$ cat config.mk
export PLATFORM = sky130hd
export DESIGN_NAME = nvram_sd_sync
export DESIGN_NICKNAME = d
export VERILOG_FILES = /design/src/rtl/nvram_sd_sync.sv
export SDC_FILE = /design/constraint.sdc
export NUM_CORES = 1
export LEC_CHECK = 0
export ABC_AREA = 1
export BUFFER_PORTS_ARGS = -buffer_cell sky130_fd_sc_hd__buf_2
export CAP_MARGIN = 20
export CORE_ASPECT_RATIO = 0.9
export CORE_MARGIN = 2
export CORE_UTILIZATION = 35
export DETAILED_ROUTE_END_ITERATION = 6
export GPL_TIMING_DRIVEN = 0
export SYNTH_ARGS = -nofsm -noshare
export SYNTH_HDL_FRONTEND = slang
export SYNTH_SLANG_ARGS = --single-unit
$ cat constraint.sdc
create_clock -name clk_sys -period 8.39 [get_ports clk_sys]
set_input_delay 0.839 -clock clk_sys [delete_from_list [all_inputs] [get_ports clk_sys]]
set_output_delay 0.839 -clock clk_sys [all_outputs]
set_load 0.03 [all_outputs]
$ cat src/rtl/nvram_sd_sync.sv
// Sector-granular load/save of battery-backed cart NVRAM over the hps_io sd port.
// Define NVRAM_AUTOSAVE_EN to add the save-on-OSD-open trigger.
module nvram_sd_sync #(
    parameter int SECT_W = 6,
    parameter int LBA_W  = 32
) (
    input  logic              clk_sys,
    input  logic              reset,
    input  logic              download,
    input  logic              img_mounted,
    input  logic              img_readonly,
    input  logic [63:0]       img_size,
    input  logic              load_req,
    input  logic              save_req,
    input  logic              osd_open,
    input  logic              autosave,
    input  logic              nv_we,
    input  logic [SECT_W+8:0] nv_addr,
    input  logic              sd_ack,
    output logic [LBA_W-1:0]  sd_lba,
    output logic              sd_rd,
    output logic              sd_wr,
    output logic              ena,
    output logic              busy,
    output logic              loading,
    output logic              pending
);
    localparam int NSECT = 1 << SECT_W;
    localparam logic [SECT_W:0] ONE = (SECT_W+1)'(1);

    typedef enum logic [1:0] {IDLE, SCAN, REQ, ACKH} state_t;

    // Sector count of the image, rounded up and saturated at the NVRAM size.
    function automatic logic [SECT_W:0] clip_nsec(input logic [63:0] size);
        logic [55:0] whole;
        whole = {1'b0, size[63:9]} + 56'(size[8:0] != 9'd0);
        if (whole > 56'(NSECT))
            return (SECT_W+1)'(NSECT);
        return whole[SECT_W:0];
    endfunction

    // Returns {found, index} of the lowest set bit of map at or above from.
    function automatic logic [SECT_W:0] find_dirty(input logic [NSECT-1:0] map,
                                                   input logic [SECT_W-1:0] from);
        logic [SECT_W:0] r;
        r = '0;
        for (int i = NSECT - 1; i >= 0; i--) begin
            if (map[i] && (i >= int'(from)))
                r = {1'b1, SECT_W'(i)};
        end
        return r;
    endfunction

    state_t           state_q;
    logic [SECT_W-1:0] cursor_q;
    logic [SECT_W-1:0] lba_q;
    logic             rd_q, wr_q, ena_q, loading_q, ack_seen_q;
    logic [NSECT-1:0] dirty_q, dirty_d;
    logic             download_q, load_req_q, save_req_q;

    logic             dl_rise, dl_fall, ld_rise, sv_rise, as_rise;
    logic             trig_ok, start_load, start_save, save_issue, last_sect;
    logic [SECT_W:0]  nsec, hit, cursor_nx;

    assign nsec      = clip_nsec(img_size);
    assign hit       = find_dirty(dirty_q, cursor_q);
    assign cursor_nx = {1'b0, cursor_q} + ONE;

    assign dl_rise = download & ~download_q;
    assign dl_fall = ~download & download_q;
    assign ld_rise = load_req & ~load_req_q;
    assign sv_rise = save_req & ~save_req_q;

`ifdef NVRAM_AUTOSAVE_EN
    logic as_q, as_cond;
    assign as_cond = pending & osd_open & autosave & ena_q;
    assign as_rise = as_cond & ~as_q;

    always_ff @(posedge clk_sys) begin
        if (reset)
            as_q <= 1'b0;
        else
            as_q <= as_cond;
    end
`else
    logic unused_autosave;
    assign as_rise         = 1'b0;
    assign unused_autosave = &{1'b0, autosave, osd_open};
`endif

    logic unused_addr;
    assign unused_addr = &{1'b0, nv_addr[8:0]};

    // Triggers are only honoured while idle; edges seen while busy are lost.
    assign trig_ok    = (state_q == IDLE) & ena_q;
    assign start_load = trig_ok & (ld_rise | (dl_fall & (img_size != 64'd0)));
    assign start_save = trig_ok & ~start_load & (sv_rise | as_rise);
    assign save_issue = (state_q == SCAN) & ~loading_q & hit[SECT_W] & ~sd_ack;
    assign last_sect  = loading_q ? (cursor_nx >= nsec) : (cursor_q == '1);

    // A core write wins over any clear in the same cycle.
    always_comb begin
        dirty_d = dirty_q;
        if (start_load)
            dirty_d = '0;
        if (save_issue)
            dirty_d[hit[SECT_W-1:0]] = 1'b0;
        if (nv_we)
            dirty_d[nv_addr[SECT_W+8:9]] = 1'b1;
    end

    always_ff @(posedge clk_sys) begin
        if (reset) begin
            state_q    <= IDLE;
            cursor_q   <= '0;
            lba_q      <= '0;
            rd_q       <= 1'b0;
            wr_q       <= 1'b0;
            ena_q      <= 1'b0;
            loading_q  <= 1'b0;
            ack_seen_q <= 1'b0;
            dirty_q    <= '0;
            download_q <= 1'b0;
            load_req_q <= 1'b0;
            save_req_q <= 1'b0;
        end else begin
            download_q <= download;
            load_req_q <= load_req;
            save_req_q <= save_req;
            dirty_q    <= dirty_d;

            if (dl_rise)
                ena_q <= 1'b0;
            if (download & img_mounted)
                ena_q <= ~img_readonly;

            case (state_q)
                IDLE: begin
                    if (start_load) begin
                        loading_q <= 1'b1;
                        cursor_q  <= '0;
                        state_q   <= SCAN;
                    end else if (start_save) begin
                        loading_q <= 1'b0;
                        cursor_q  <= '0;
                        state_q   <= SCAN;
                    end
                end
                // A new request is held back until the previous ack has dropped.
                SCAN: begin
                    if (loading_q) begin
                        if ({1'b0, cursor_q} >= nsec) begin
                            loading_q <= 1'b0;
                            state_q   <= IDLE;
                        end else if (!sd_ack) begin
                            lba_q      <= cursor_q;
                            rd_q       <= 1'b1;
                            ack_seen_q <= 1'b0;
                            state_q    <= REQ;
                        end
                    end else begin
                        if (!hit[SECT_W]) begin
                            state_q <= IDLE;
                        end else if (!sd_ack) begin
                            lba_q      <= hit[SECT_W-1:0];
                            cursor_q   <= hit[SECT_W-1:0];
                            wr_q       <= 1'b1;
                            ack_seen_q <= 1'b0;
                            state_q    <= REQ;
                        end
                    end
                end
                REQ: begin
                    if (sd_ack) begin
                        rd_q       <= 1'b0;
                        wr_q       <= 1'b0;
                        ack_seen_q <= 1'b1;
                    end
                    state_q <= ACKH;
                end
                ACKH: begin
                    if (sd_ack) begin
                        rd_q       <= 1'b0;
                        wr_q       <= 1'b0;
                        ack_seen_q <= 1'b1;
                    end else if (ack_seen_q) begin
                        if (last_sect) begin
                            loading_q <= 1'b0;
                            state_q   <= IDLE;
                        end else begin
                            cursor_q <= cursor_nx[SECT_W-1:0];
                            state_q  <= SCAN;
                        end
                    end
                end
                default: state_q <= IDLE;
            endcase
        end
    end

    assign sd_lba  = {{(LBA_W-SECT_W){1'b0}}, lba_q};
    assign sd_rd   = rd_q;
    assign sd_wr   = wr_q;
    assign ena     = ena_q;
    assign busy    = (state_q != IDLE);
    assign loading = loading_q;
    assign pending = (|dirty_q) & ena_q;

endmodule

==> out/metrics.cfg <==
[setup_path]
criticalPathCategory = in -> reg
crit_path_end_kind = flop
worstPathArrival_ns = 7.94
crit_path_max_incr_delay_ns = 0.61
worstSetupStartpointType = primary input
path_max_fanout = 10
cp.required_ns = 8.59
slowest_stage = or4_4

[synth]
synth_most_common_cell = nand2_1
synth_edf_count = 0
synth_top_area_share = 0.202
synth_area_leaders = dfxtp_1, nand2_1, inv_1
syn-instance-count = 1472
yosys-top-cells-count = nand2_1, inv_1, nor2_1
synth_flop_cell = dfxtp_1
synth_seq_cells = 86
async_flop_share = 0
synth_area_um2 = 8520
synth_cell_types = 57
syn_avg_cell_area_um2 = 5.79
yosys_warnings = 0
synth_area_leader_cell = dfxtp_1
yosysSeqAreaShare = 0.202

[clock_tree]
h-tree-depth = 3
clock_latency_ns = 0.35
post_cts_buffers = 0
cts_buffers = 9
path_clk_slew_ns = 0.07
clk_path_buf_depth = 2
cts_hold_buf = 0
cts_sinks = 86
cts_resized = 0
cts_root_buf = clkbuf_16
cts_tree = yes

[timing]
period_share = 0.923
rsz0062_at_grt = false
hold_slack_ns = 0.464
slew_headroom = 0.235
maxSlewViolCount = 0
setup_viol = 0
worst_pin_slew_ns = 1.14
final_hold_viol_count = 0
min_period_ns = 7.74
max_freq_ghz = 0.129
tns_ns = 0
fin_skew_ns = 0.00770

[global_routing]
overflow = 0
grt_pass1_vias = 9357
met1_usage = 0.324
grt-busiest-layer = met2
gr-usage-all-layers = 0.243
grt_use_met3 = 0.0276
grt_max_degree = 15
grt_pass1_wl_um = 49400
antenna_found_initial = 0
use_met2 = 0.404

[placed_design]
gp_congestion = 0.966
dpl.hpwl_um = 25500
io_buffer_count = 89
placed_cells = 1894

[floorplanning]
fp.dieArea_um2 = 25600
num_rows = 54
core_um2 = 24100
ios = 128
die_w_um = 168
die_h_um = 152
initial_core_util = 0.354

[routing]
antenna_left = 0
routedWlPerCell_um = 16.6
dr.pass1.iters = 5
vias = 10200
first_iter_violations = 907
wl_um = 31800
drc = 0
post_drt_via_cell_ratio = 5.33

[finish]
drive_above_1_share = 0.120
largestRegisters = dirty_q: 64 flops, cursor_q: 6 flops, lba_q: 6 flops
largest_register_ffs = 64
nNetsFinal = 1706
area_growth_pct = 14.4
final_cell_count_no_fill = 1910
antenna_cells = 0
largest_register = dirty_q

[status]
run_status = complete, no violations

[power_and_ir_drop]
power_density_nw_per_um2 = 152
irDropWorstVdd_mv = 0.0847
total_power_w = 0.00148
cellLeakagePower_nw = 4.13

[flow_run]
max_cap_viol_count = 0

[min_path]
hp-class = reg -> reg

power breakdown:
part	switching (W)	total (W)	internal, W
Clock	0.000177	0.000416	0.000239
Combinational	0.000451	0.000620	0.000170
Sequential	0.0000199	0.000447	0.000427
metrics by stage:
stage                     area, µm²  utilization  worst slack [ns]
final                          9750        0.405             0.650
after detailed placement       9450        0.393             0.205
after floorplan                8620            -              1.64
after global placement         9450        0.393             0.256
after CTS                      9750        0.405             0.561
after global routing           9750        0.405           0.00550
layout make-up:
cell class | instances | area (µm²)
flip-flops and latches | 86 | 1720
multi-input cells | 1117 | 5660
well taps | 308 | 385
inverters | 231 | 870
repair buffers | 89 | 445
clock inverters | 5 | 58.8
fillers | 2717 | 14300
plain buffers | 63 | 362
clock buffers | 11 | 243
critical path, delay by kind of cell:
kind,cells,cell delay [ns]
AND/OR/NAND/NOR,22,3.78
XOR/XNOR,1,0.17
AO/OA/AOI/OAI,11,1.84
buffers and inverters,6,0.62
adder cells (fa/ha/maj),3,0.68
path summary, 6_finish.rpt:
kind         slack [ns]     endpoint         from  depth (start not counted)
min                0.46        sd_rd        sd_rd                          2
max                0.65  cursor_q[5]  img_size[0]                         43
max reg2reg        2.36  dirty_q[44]  cursor_q[0]                         33
min reg2reg        0.46        sd_rd        sd_rd                          2
cell families after synthesis:
family	after synthesis	synth area share
DFF	86	0.202
adders and majority gates	19	0.0279
other	1	0.000440
and+or+nand+nor	836	0.447
buffers and inverters	294	0.144
xor gates and xnor gates	37	0.0380
AOI/OAI and AO/OA	199	0.140
layer usage:
metal / wire [µm] / part of all wire
met5: 0 / 0
met4: 928 / 0.029
met3: 2260 / 0.071
met2: 14500 / 0.46
met1: 14100 / 0.44
placed cells by master (no fill, tap or decap), types with 7 or more instances in the layout:
cell and count:
o21ai_0 28, o21ai_1 7, o211ai_1 11, a31oi_1 11, buf_4 31, nor4_1 34
clkbuf_1 26, or2_2 7, a211oi_1 12, nand4_1 80, conb_1 26, nand3_1 71
dfxtp_1 86, inv_1 223, nor2_1 209, a21oi_1 94, clkbuf_16 9, buf_2 96
xor2_1 33, nor3_1 51, nand2_1 348, ha_1 19
Power figures use the tool's default switching activity.
